File: src/rtl/alu_muldiv.sv
// EX-stage integer unit: registered single-cycle ALU plus iterative mult/div with HI/LO.
// The iterative engine is built only when ALU_MULDIV_EN is defined; otherwise hi/lo/busy are 0.
module alu_muldiv #(
  parameter int WIDTH = 32
) (
  input  logic             clk,
  input  logic             rst,
  input  logic             start,
  input  logic [WIDTH-1:0] in1,
  input  logic [WIDTH-1:0] in2,
  input  logic [5:0]       opcode,
  output logic             busy,
  output logic             done,
  output logic             zero,
  output logic [WIDTH-1:0] out,
  output logic [WIDTH-1:0] hi,
  output logic [WIDTH-1:0] lo
);

  localparam int CNT_W = $clog2(WIDTH) + 1;

  localparam logic [5:0] OP_ADD  = 6'b100000;
  localparam logic [5:0] OP_ADDU = 6'b100001;
  localparam logic [5:0] OP_SUB  = 6'b100010;
  localparam logic [5:0] OP_SUBU = 6'b100011;
  localparam logic [5:0] OP_AND  = 6'b100100;
  localparam logic [5:0] OP_OR   = 6'b100101;
  localparam logic [5:0] OP_XOR  = 6'b100110;
  localparam logic [5:0] OP_NOR  = 6'b100111;
  localparam logic [5:0] OP_SLT  = 6'b101010;
  localparam logic [5:0] OP_SLTU = 6'b101011;
  localparam logic [5:0] OP_MFHI = 6'b010000;
  localparam logic [5:0] OP_MFLO = 6'b010010;

  logic             accept;
  logic             is_muldiv;
  logic             fix_now;
  logic [WIDTH-1:0] alu_res;

  assign accept = start & ~busy;

  // NOTE: every variable assigned in always_comb gets a default first, so no path can infer a latch.
  always_comb begin
    alu_res = '0;
    case (opcode)
      OP_ADD, OP_ADDU: alu_res = in1 + in2;
      OP_SUB, OP_SUBU: alu_res = in1 - in2;
      OP_AND:          alu_res = in1 & in2;
      OP_OR:           alu_res = in1 | in2;
      OP_XOR:          alu_res = in1 ^ in2;
      OP_NOR:          alu_res = ~(in1 | in2);
      OP_SLT:          alu_res = {{(WIDTH-1){1'b0}}, ($signed(in1) < $signed(in2))};
      OP_SLTU:         alu_res = {{(WIDTH-1){1'b0}}, (in1 < in2)};
      OP_MFHI:         alu_res = hi;
      OP_MFLO:         alu_res = lo;
      default:         alu_res = '0;
    endcase
  end

  // NOTE: sequential state uses non-blocking assignments so all registers update from pre-edge values.
  always_ff @(posedge clk) begin
    if (rst) begin
      out  <= '0;
      done <= 1'b0;
    end else begin
      if (accept && !is_muldiv) out <= alu_res;
      done <= (accept && !is_muldiv) || fix_now;
    end
  end

  assign zero = (out == '0);

`ifdef ALU_MULDIV_EN

  typedef enum logic [1:0] {IDLE, BUSY, FIX} state_t;

  state_t           state_q, state_d;
  logic [CNT_W-1:0] cnt;
  logic [WIDTH-1:0] opnd;
  logic [WIDTH-1:0] acc_hi;
  logic [WIDTH-1:0] acc_lo;
  logic             is_div;
  logic             div0;
  logic             neg_q;
  logic             neg_r;

  logic             signed_op;
  logic             div_by_zero;
  logic [WIDTH-1:0] mag1;
  logic [WIDTH-1:0] mag2;

  assign is_muldiv   = (opcode[5:2] == 4'b0110);
  assign signed_op   = ~opcode[0];
  assign div_by_zero = opcode[1] && (in2 == '0);
  assign mag1        = (signed_op && in1[WIDTH-1]) ? -in1 : in1;
  assign mag2        = (signed_op && in2[WIDTH-1]) ? -in2 : in2;

  assign busy    = (state_q != IDLE);
  assign fix_now = (state_q == FIX);

  always_ff @(posedge clk) begin
    if (rst) state_q <= IDLE;
    else     state_q <= state_d;
  end

  always_comb begin
    state_d = state_q;
    case (state_q)
      IDLE:    if (accept && is_muldiv) state_d = div_by_zero ? FIX : BUSY;
      BUSY:    if (cnt == CNT_W'(1)) state_d = FIX;
      FIX:     state_d = IDLE;
      default: state_d = IDLE;
    endcase
  end

  // One iteration: shift-add on {acc_hi,acc_lo} for multiply, restoring subtract for divide.
  logic [WIDTH:0]   mul_sum;
  logic [WIDTH:0]   div_shift;
  logic [WIDTH:0]   div_diff;
  logic             div_fit;
  logic [WIDTH-1:0] step_hi;
  logic [WIDTH-1:0] step_lo;

  always_comb begin
    mul_sum   = {1'b0, acc_hi} + (acc_lo[0] ? {1'b0, opnd} : '0);
    div_shift = {acc_hi, acc_lo[WIDTH-1]};
    div_diff  = div_shift - {1'b0, opnd};
    div_fit   = (div_shift >= {1'b0, opnd});
    if (is_div) begin
      step_hi = div_fit ? div_diff[WIDTH-1:0] : div_shift[WIDTH-1:0];
      step_lo = {acc_lo[WIDTH-2:0], div_fit};
    end else begin
      step_hi = mul_sum[WIDTH:1];
      step_lo = {mul_sum[0], acc_lo[WIDTH-1:1]};
    end
  end

  logic [2*WIDTH-1:0] prod;
  logic [WIDTH-1:0]   fix_hi;
  logic [WIDTH-1:0]   fix_lo;

  always_comb begin
    prod   = neg_q ? -{acc_hi, acc_lo} : {acc_hi, acc_lo};
    fix_hi = prod[2*WIDTH-1:WIDTH];
    fix_lo = prod[WIDTH-1:0];
    if (div0) begin
      fix_hi = acc_lo;
      fix_lo = '1;
    end else if (is_div) begin
      fix_hi = neg_r ? -acc_hi : acc_hi;
      fix_lo = neg_q ? -acc_lo : acc_lo;
    end
  end

  always_ff @(posedge clk) begin
    if (rst) begin
      cnt    <= '0;
      opnd   <= '0;
      acc_hi <= '0;
      acc_lo <= '0;
      is_div <= 1'b0;
      div0   <= 1'b0;
      neg_q  <= 1'b0;
      neg_r  <= 1'b0;
      hi     <= '0;
      lo     <= '0;
    end else begin
      case (state_q)
        IDLE: begin
          if (accept && is_muldiv) begin
            is_div <= opcode[1];
            div0   <= div_by_zero;
            neg_q  <= signed_op && (in1[WIDTH-1] ^ in2[WIDTH-1]);
            neg_r  <= signed_op && in1[WIDTH-1];
            cnt    <= CNT_W'(WIDTH);
            acc_hi <= '0;
            if (opcode[1]) begin
              // Divide by zero keeps the raw dividend so FIX can return it in hi.
              opnd   <= mag2;
              acc_lo <= div_by_zero ? in1 : mag1;
            end else begin
              opnd   <= mag1;
              acc_lo <= mag2;
            end
          end
        end
        BUSY: begin
          cnt    <= cnt - CNT_W'(1);
          acc_hi <= step_hi;
          acc_lo <= step_lo;
        end
        FIX: begin
          hi <= fix_hi;
          lo <= fix_lo;
        end
        default: ;
      endcase
    end
  end

`else

  assign is_muldiv = 1'b0;
  assign fix_now   = 1'b0;
  assign busy      = 1'b0;
  assign hi        = '0;
  assign lo        = '0;

`endif

endmodule

File: config.mk
export PLATFORM = sky130hd
export DESIGN_NAME = alu_muldiv
export DESIGN_NICKNAME = d
export VERILOG_FILES = /design/src/rtl/alu_muldiv.sv
export SDC_FILE = /design/constraint.sdc
export NUM_CORES = 1
export LEC_CHECK = 0
export CAP_MARGIN = 20
export CORE_MARGIN = 8
export CORE_UTILIZATION = 47
export DETAILED_ROUTE_END_ITERATION = 6
export HOLD_SLACK_MARGIN = 0.02
export PLACE_DENSITY = 0.79
export SETUP_SLACK_MARGIN = 0.1
export SLEW_MARGIN = 40
export SYNTH_ARGS = -nofsm -noshare
export SYNTH_HDL_FRONTEND = slang
export SYNTH_SLANG_ARGS = --single-unit
File: constraint.sdc
create_clock -name clk -period 3.6 [get_ports clk]
set_input_delay 0.9 -clock clk [delete_from_list [all_inputs] [get_ports clk]]
set_output_delay 0.9 -clock clk [all_outputs]
set_load 0.005 [all_outputs]
==> results of run 1 <==
[worst min-delay path, cell delays in order, from the launching register on]
cell	delay [ns]
sky130_fd_sc_hd__dfxtp_1	0.34
sky130_fd_sc_hd__nand2_1	0.08
sky130_fd_sc_hd__a21oi_1	0.06
[stage by stage]
step | instance area [sq um] | setup TNS, ns | hold slack [ns]
after global placement | 9544 | -8.457 | 0.5005
after CTS | 10170 | 0 | 0.5171
final | 10510 | 0 | 0.5261
after detailed placement | 9547 | -9.527 | 0.5096
after floorplan | 7453 | 0 | 0.4706
after global routing | 10510 | -0.02546 | 0.5393
[final timing paths]
| path | startpoint | endpoint | cells past startpoint |
|---|---|---|---|
| setup / recovery | in1[2] | out[11] | 13 |
| hold / removal | out[1] | out[1] | 2 |
| setup reg to reg | out[30] | out[30] | 4 |
| hold reg to reg | out[1] | out[1] | 2 |
[power by group through the flow]
stage	combinational [uW]	sequential, uW	clock, uW
after global placement	1160	379	0
after detailed placement	1180	379	0
final	1380	371	443
after global routing	1480	371	446
after CTS	1270	371	437
after floorplan	707	378	0
[logic make-up (layout without fill, tap and decap cells)]
kind of cell | Yosys count | after routing | share of synthesized area (%)
AO/OA/AOI/OAI | 297 | 297 | 27.63
other | 1 | 67 | 0.05199
flip-flops | 33 | 33 | 9.159
AND/OR/NAND/NOR | 258 | 258 | 17.16
multiplexers | 34 | 34 | 4.770
adder cells (fa/ha/maj) | 110 | 110 | 19.29
buffers and inverters | 219 | 422 | 14.90
XOR/XNOR | 58 | 58 | 7.043
[cells in the mapped netlist, drive strengths merged (15+ instances only)]
library cell | number | area [sq um]
a211oi | 16 | 120.1
a21oi | 77 | 385.4
a22oi | 17 | 127.6
buf | 79 | 549.3
clkbuf | 42 | 157.7
dfxtp | 33 | 660.6
ha | 108 | 1351
inv | 98 | 367.9
mux2i | 31 | 310.3
nand2 | 58 | 217.7
nand3 | 15 | 75.07
nor2 | 87 | 329.1
nor3 | 16 | 80.08
nor4 | 16 | 100.1
o21ai | 65 | 325.3
xnor2 | 43 | 376.6
xor2 | 15 | 131.4
[layer usage]
layer  global-route usage [%]  up-vias  share of wire (%)  wire, microns
met3                    4.241      113                8.9           2453
met1                    31.26     3987                 40          10980
met2                    44.68      547                 47          12890
li1                         -     3966                  -              -
met4                    13.03        0                4.8           1334
met5                        0        -                  0              0
[timing repair]
item,in CTS,in global routing
setup endpoints to repair,23,16
buffers inserted,10,5
resized for setup,124,82
pin swaps,32,41
[registers in the layout (all words and copies together), names as in the netlist]
| name | cells |
|---|---|
| done | 1 |
| out | 32 |
[area by class of cell]
cell class	count	share of cell area [%]
flip-flops and latches	33	6.289
clock buffers	7	1.358
inverters	98	3.525
well taps	188	2.239
repair buffers	317	25.57
diodes	2	0.04764
multi-input cells	822	60.97
==> Flow_metrics.wiki, run 1 <==
{| class="wikitable"
! Metric !! Value
|-
| Run status || finished, final reports clean
|-
| Main synth FF type || sky130_fd_sc_hd__dfxtp_1
|-
| Total CTS buffers || 5
|-
| Die outline area || 19570 sq um
|-
| Number of vias per cell || 5.871
|-
| Flop pwr share || 16.9%
|-
| Count of buffering cells on the critical path with inverters included || 3
|-
| CTS max path bufs || 2
|-
| Critical path class || input pin to register
|-
| Final worst path period need || 3.541 ns
|-
| Layout Skew || 0 ns
|-
| Ys Warns || 0
|-
| Leading cell type in the layout, fill and taps excluded || sky130_fd_sc_hd__buf_4
|-
| Num Clock Sinks || 33
|-
| Std-Cell Core Area || 15090 sq um
|-
| CTS root buf || sky130_fd_sc_hd__clkbuf_16
|-
| Slack of the worst reg-to-reg path || 2.63 ns
|-
| Critical-path cell list || dlygate4sd2_1 > buf_4 > ha_1 > buf_4 > a21oi_1 > o21bai_1 > or2_2 > a31oi_2 > o21ai_1 > a31oi_1 > mux2_2 > o31ai_2 > a21oi_1
|-
| Fill cell instance count of the final layout || 1177
|-
| Post-placement cell count || 1443
|-
| Net total in the final layout || 1460
|-
| Data required time at the worst endpoint || 3.76 ns
|-
| Overall die height || 139.9 microns
|-
| WL/cell || 18.86 microns
|-
| Clk pin slew, worst setup/hold paths || 0.06 ns
|-
| Sw power || 907.0 uW
|-
| Post-synthesis register bit count || 33
|-
| Cell type group with the largest total delay on the critical path || compound AO/OA/AOI/OAI gates
|-
| Portion of the post-synthesis area used by sequential elements || 9.159%
|-
| Worst slew margin || 51.25%
|-
| Gate power share || 62.8%
|-
| Pre-CTS setup slack || -0.6877 ns
|-
| Number of instances in the synthesized netlist || 1010
|-
| Number of flops mapped to enable cells by yosys || 0
|-
| Count of TritonRoute iterations in the first routing pass || 6
|-
| Critical path capture point type || register
|-
| CTS tree || built
|-
| Kind of launch point of the worst setup path || input pin
|-
| Gr ovfl total || 0
|-
| Finish-stage setup viols || 0
|-
| Synth Cell Area || 7213 sq um
|-
| IO Count || 172
|-
| Number of antenna violations at the first check in global routing || 2
|-
| Final core utilization || 69.62%
|-
| Number of rows created at floorplan || 45
|-
| Number of vias in the routed layout || 8613
|-
| Arrival time reported for the critical path endpoint || 3.70 ns
|-
| Cell-internal power || 1283 uW
|-
| Detailed placement HPWL || 20450 microns
|-
| Post-DRT Antenna Nets || 0
|-
| Fmax || 282.4 MHz
|-
| Vias in the first global route || 8595
|-
| Detailed Route WL || 27660 microns
|-
| Post-CTS Hold Buffers || 0
|-
| Final Max Tran Viols || 0
|-
| Pin count of the biggest net entering global routing || 42
|-
| Final Non-Filler Cells || 1467
|-
| Iteration-0 DRC Markers || 879
|-
| Hold violation total from the final report || 0
|-
| Starting density of the core || 47.80%
|-
| Global-route usage over all layers || 26.19%
|-
| Area growth, synth to finish || 45.64%
|-
| Slew @ Worst Pin || 0.7305 ns
|-
| Share of total power consumed by net switching || 41.42%
|-
| Count of different cell masters after synthesis || 70
|-
| Post-synth ARST share || 0%
|-
| Areal power density over the cells || 208.4 nW/um^2
|-
| Maximum fanout along the worst path || 3
|-
| Type of the most critical hold path || register to register
|-
| Footprint of the multi-input gates || 6405 sq um
|-
| H-tree level count || 2
|-
| Leakage dissipation || 0.004860 uW
|-
| Max-cap viol count || 0
|-
| Unrepaired setup endpoints after global routing || true
|-
| Largest stage delay on the critical path || 0.38 ns
|-
| DIE WIDTH || 139.9 microns
|-
| Least setup slack across all paths after layout || 0.05925 ns
|-
| Global-route wire length before repair || 43060 microns
|-
| Register area || 660.6 sq um
|-
| Clock network fraction of design power || 20.2%
|-
| Most frequent cells in the layout || sky130_fd_sc_hd__buf_4 (204), sky130_fd_sc_hd__nor2_1 (82), sky130_fd_sc_hd__ha_1 (82), sky130_fd_sc_hd__clkdlybuf4s50_1 (66)
|-
| DRC || 0
|-
| Final RePlAce weighted congestion || 0.9837
|-
| Maximum ir drop on the vdd rail || 0.1889 mV
|-
| Crit-path slowest cell || sky130_fd_sc_hd__mux2_2
|-
| Fin crit share || 98.35%
|-
| Clk Latency, worst-skew pair || 0.28 ns
|-
| Count of port buffers added during placement || 106
|-
| Per-instance average area after synthesis || 7.142 sq um
|-
| Fraction of layout cells with a size suffix above 1 || 28.11%
|-
| Pwr Total || 2190 uW
|}
Power figures use the tool's default switching activity.
==> inputs of run 2 (changes only) <==
--- a/config.mk
+++ b/config.mk
@@ -12,6 +12,7 @@
 export HOLD_SLACK_MARGIN = 0.02
 export PLACE_DENSITY = 0.79
 export SETUP_SLACK_MARGIN = 0.1
+export SKIP_CTS_REPAIR_TIMING = 1
 export SLEW_MARGIN = 40
 export SYNTH_ARGS = -nofsm -noshare
 export SYNTH_HDL_FRONTEND = slang
==> Flow_metrics.wiki, run 2 (same netlist as run 1, synthesis figures left out) <==
{| class="wikitable"
! Metric !! Value
|-
| Std-Cell Core Area || 15090 sq um
|-
| Count of port buffers added during placement || 106
|-
| Final Max Tran Viols || 0
|-
| Count of TritonRoute iterations in the first routing pass || 5
|-
| DRC || 0
|-
| Instance area at placement || 9547 sq um
|-
| Pin count of the biggest net entering global routing || 42
|-
| Critical-path cell list || buf_8 > inv_4 > ha_4 > fa_2 > o21bai_4 > o2111ai_4 > a2111oi_4 > nor2_2 > o31ai_4 > a221oi_2 > o31a_1 > or3_1 > a221oi_2
|-
| Critical path capture point type || register
|-
| Num Clock Sinks || 33
|-
| Clk pin slew, worst setup/hold paths || 0.06 ns
|-
| Largest register by flop count || out
|-
| Detailed placement HPWL || 20450 microns
|-
| Die outline area || 19570 sq um
|-
| Overall die height || 139.9 microns
|-
| Unrepaired setup endpoints after global routing || true
|-
| Slew @ Worst Pin || 0.7342 ns
|-
| Leakage dissipation || 0.005039 uW
|-
| Areal power density over the cells || 207.3 nW/um^2
|-
| Total CTS buffers || 5
|-
| Kind of launch point of the worst setup path || input pin
|-
| Type of the most critical hold path || register to register
|-
| Most frequent cells in the layout || sky130_fd_sc_hd__buf_4 (201), sky130_fd_sc_hd__ha_1 (85), sky130_fd_sc_hd__nor2_1 (82), sky130_fd_sc_hd__inv_1 (66)
|-
| Maximum fanout along the worst path || 3
|-
| Iteration-0 DRC Markers || 932
|-
| Starting density of the core || 47.80%
|-
| TNS Setup || 0 ns
|-
| Final RePlAce weighted congestion || 0.9837
|-
| Number of antenna violations at the first check in global routing || 2
|-
| Fin crit share || 98.42%
|-
| Vias in the first global route || 8139
|-
| H-tree level count || 2
|-
| Gr ovfl total || 0
|-
| Crit-path slowest cell || sky130_fd_sc_hd__a2111oi_4
|-
| Number of vias in the routed layout || 8595
|-
| CTS max path bufs || 2
|-
| Run status || finished, final reports clean
|-
| Net total in the final layout || 1458
|-
| WL/cell || 18.68 microns
|-
| Largest registers || out (32), done (1)
|-
| Arrival time reported for the critical path endpoint || 3.74 ns
|-
| Hold violation total from the final report || 0
|-
| Data required time at the worst endpoint || 3.79 ns
|-
| Leading cell type in the layout, fill and taps excluded || sky130_fd_sc_hd__buf_4
|-
| CTS root buf || sky130_fd_sc_hd__clkbuf_16
|-
| Pre-CTS setup slack || -0.6877 ns
|-
| Detailed Route WL || 27370 microns
|-
| Number of vias per cell || 5.867
|-
| Critical path class || input pin to register
|-
| Finish-stage setup viols || 0
|-
| Max-cap viol count || 0
|-
| Fraction of layout cells with a size suffix above 1 || 26.90%
|-
| Final worst path period need || 3.543 ns
|-
| Area growth, synth to finish || 45.83%
|-
| Clk Latency, worst-skew pair || 0.28 ns
|-
| IO Count || 172
|-
| DIE WIDTH || 139.9 microns
|-
| Global-route wire length before repair || 40390 microns
|-
| Final design instance area without fill || 10520 sq um
|-
| Fmax || 282.2 MHz
|-
| Number of flip-flops under the largest register name || 32
|-
| Count of buffering cells on the critical path with inverters included || 2
|-
| Number of rows created at floorplan || 45
|-
| Post-DRT Antenna Nets || 0
|-
| Layout Skew || 0 ns
|-
| Least setup slack across all paths after layout || 0.05682 ns
|-
| Largest stage delay on the critical path || 0.49 ns
|-
| CTS tree || built
|-
| Cell type group with the largest total delay on the critical path || compound AO/OA/AOI/OAI gates
|-
| Maximum ir drop on the vdd rail || 0.1850 mV
|-
| Worst slew margin || 51.00%
|-
| Most frequent CP cell || sky130_fd_sc_hd__a221oi_2
|-
| Global-route usage over all layers || 24.52%
|}
## run 2: layout make-up
cell class / instances / area, sq um
tap: 188 / 235.2
sequential: 33 / 660.6
timing repair buffer: 315 / 2778
inverter: 98 / 372.9
antenna: 2 / 5.005
multi-input combinational: 822 / 6325
fill: 1168 / 4571
clock buffer: 7 / 142.6
## run 2: worst paths after layout
check                              from       to  slack (ns)  depth (start not counted)
worst max-delay path             in1[0]  out[20]        0.06                         13
worst min-delay path             out[1]   out[1]        0.52                          2
worst max register to register  out[20]  out[20]        2.61                          3
worst min register to register   out[1]   out[1]        0.52                          2
## run 2: where the power goes
group	switching (uW)	internal, uW
clock network	167	272
registers	2.88	368
logic	723	647
total	893	1290
## run 2: per-layer routing
metal / wire length [microns] / global-route usage, %
met4: 1164 / 10.00
met5: 0 / 0
met2: 12740 / 42.03
met1: 10840 / 30.11
met3: 2627 / 3.557
## run 2: worst min-delay path, cell delays in order, from the launching register on
cell	delay, ns
sky130_fd_sc_hd__dfxtp_1	0.34
sky130_fd_sc_hd__nand2_1	0.08
sky130_fd_sc_hd__a21oi_1	0.06
## run 2: per-stage QoR
stage / cells / hold WS, ns / util, % / power (uW)
after floorplan: 1074 / 0.4706 / - / 1085
after CTS: 1450 / 0.5171 / 64.21 / 1993
after global placement: 1443 / 0.5005 / 63.25 / 1537
final: 1465 / 0.5177 / 69.71 / 2180
after global routing: 1465 / 0.5370 / 69.71 / 2290
after detailed placement: 1443 / 0.5096 / 63.27 / 1554
==> patch, RTL diff (settings of run 1) <==
Put one more register stage on the output `out`, with the module's reset. The value now appears one clock later. The other outputs are not delayed to match.
--- a/src/rtl/alu_muldiv.sv
+++ b/src/rtl/alu_muldiv.sv
@@ -32,6 +32,8 @@
   localparam logic [5:0] OP_MFHI = 6'b010000;
   localparam logic [5:0] OP_MFLO = 6'b010010;
 
+  logic [WIDTH-1:0] out_s0;
+
   logic             accept;
   logic             is_muldiv;
   logic             fix_now;
@@ -60,15 +62,15 @@
   // NOTE: sequential state uses non-blocking assignments so all registers update from pre-edge values.
   always_ff @(posedge clk) begin
     if (rst) begin
-      out  <= '0;
+      out_s0 <= '0;
       done <= 1'b0;
     end else begin
-      if (accept && !is_muldiv) out <= alu_res;
+      if (accept && !is_muldiv) out_s0 <= alu_res;
       done <= (accept && !is_muldiv) || fix_now;
     end
   end
 
-  assign zero = (out == '0);
+  assign zero = (out_s0 == '0);
 
 `ifdef ALU_MULDIV_EN
 
@@ -208,5 +210,13 @@
 
 `endif
 
+  always_ff @(posedge clk) begin
+    if (rst) begin
+      out <= '0;
+    end else begin
+      out <= out_s0;
+    end
+  end
+
 endmodule
 
Check against the original RTL: not equivalent (Yosys sat finds a counterexample within 4 cycles, from zero or initial values and one cycle with rst high).
==> patch against run 1 <==
Via count down 0.27%. First-iteration DRC count down 22%. Cell area up 8.2%. Count of clock-buffer cells in the layout up 4. Synthesized area up 11%. Routed wire length down 3.2%. Hold slack worse by 0.040 ns. Worst setup slack better by 0.10 ns. Sequential cell count up 32. Register-to-register slack worse by 0.59 ns. Power up 37%. Critical path type unchanged. Critical endpoint is now out_s0[28].
==> patch: results (changes against run 1) <==
stage,metric,value,unit,change
clock_tree,Worst-Skew Late Latency,0.34,ns,+0.06 ns
placed_design,dpl hpwl,20100,um,-1.6%
sta,Worst Skew,0.00602,ns,+0.00602 ns
global_route,pin count of the biggest net entering global routing,71,,+69%
layout,final std cells w/o fill,1570,,+7.0%
logic_synthesis,sequential share of the synthesized area,0.162,,+0.0708
placed_design,Placer Congestion,0.961,,-2.3%
global_route,vias in the first global route,8309,,-3.3%
route,DR iter-0 viols,690,,-22%
logic_synthesis,unique cell type count in the Yosys netlist,69,,-1.4%
global_route,Total GRT Usage,0.233,,-0.0290
critical_path,Critical Path AT,3.66,ns,-0.04 ns
placed_design,placed standard-cell area,10300,um2,+8.0%
logic_synthesis,Syn Inst Count,1074,,+6.3%
route,via count,8590,,-0.27%
global_route,initial antenna violation count,0,,-2
pwr,VDD IR max,0.268,mV,+42%
placed_design,pre-CTS WS,-0.678,ns,+0.0101 ns
clock_tree,CTS buffer count,9,,+4
global_route,first-pass GRT wire length,41600,um,-3.4%
layout,nets,1529,,+4.7%
status,status,"finished, final reports clean",,
logic_synthesis,synth cell count leaders,"ha_1 (108), inv_1 (102), a21oi_1 (86), o21ai_0 (83), buf_4 (66)",,
route,routed length per instance,17.1,um,-9.5%
logic_synthesis,Synth area leaders,"ha_1 (17%), dfxtp_1 (16%), xnor2_1 (6.2%), buf_4 (6.2%), a21oi_1 (5.4%)",,
## patch: kinds of logic after synthesis
kind of cell,count (synthesis),synth area share
XOR/XNOR,62,0.0678
flip-flops,65,0.162
AO/OA/AOI/OAI,314,0.250
multiplexers,34,0.0426
other,1,0.000468
adder cells (fa/ha/maj),110,0.174
buffers and inverters,228,0.140
AND/OR/NAND/NOR,260,0.163
## patch: power breakdown
part | switching, W | total (W) | internal, W
Combinational | 0.000692 | 0.00135 | 0.000658
Sequential | 0.00000411 | 0.000729 | 0.000725
Clock | 0.000351 | 0.000922 | 0.000571
Total | 0.00105 | 0.00300 | 0.00195
## patch: final timing paths
kind,start,to,slack (ns),depth (start not counted)
max,in2[3],out_s0[28],0.16,12
min,out_s0[5],out[5],0.49,1
max reg2reg,out_s0[30],out_s0[30],2.04,6
min reg2reg,out_s0[5],out[5],0.49,1
## patch: metal layers
metal / up-vias / part of all wire / GRT usage
met3: 74 / 0.069 / 0.0451
met5: - / 0 / 0
met2: 403 / 0.48 / 0.396
met1: 3977 / 0.41 / 0.284
li1: 4136 / - / -
met4: 0 / 0.034 / 0.0876
## patch: area by class of cell
type,instances,area [um2]
Inverter,102,383
Tap cell,220,275
Clock buffer,11,253
Fill cell,1342,5280
Timing Repair Buffer,323,2770
Clock inverter,4,51.3
Sequential cell,65,1300
Multi-Input combinational cell,845,6330
## patch: repair_timing
action | CTS | global route
pin swaps | 12 | 40
setup endpoints to repair | 14 | 15
resized for setup | 45 | 99
cloned | 0 | 1
setup buffers | 13 | 10
## patch: worst max-delay path: stages
cell and delay [ns]:
clkdlybuf4s50_1 0.48, inv_1 0.10, ha_4 0.20, o311ai_4 0.35
o21ai_2 0.14, buf_4 0.15, o21ai_1 0.20, nand3_1 0.23
a31o_2 0.32, o221ai_1 0.27, o221a_2 0.26, nand2_1 0.05
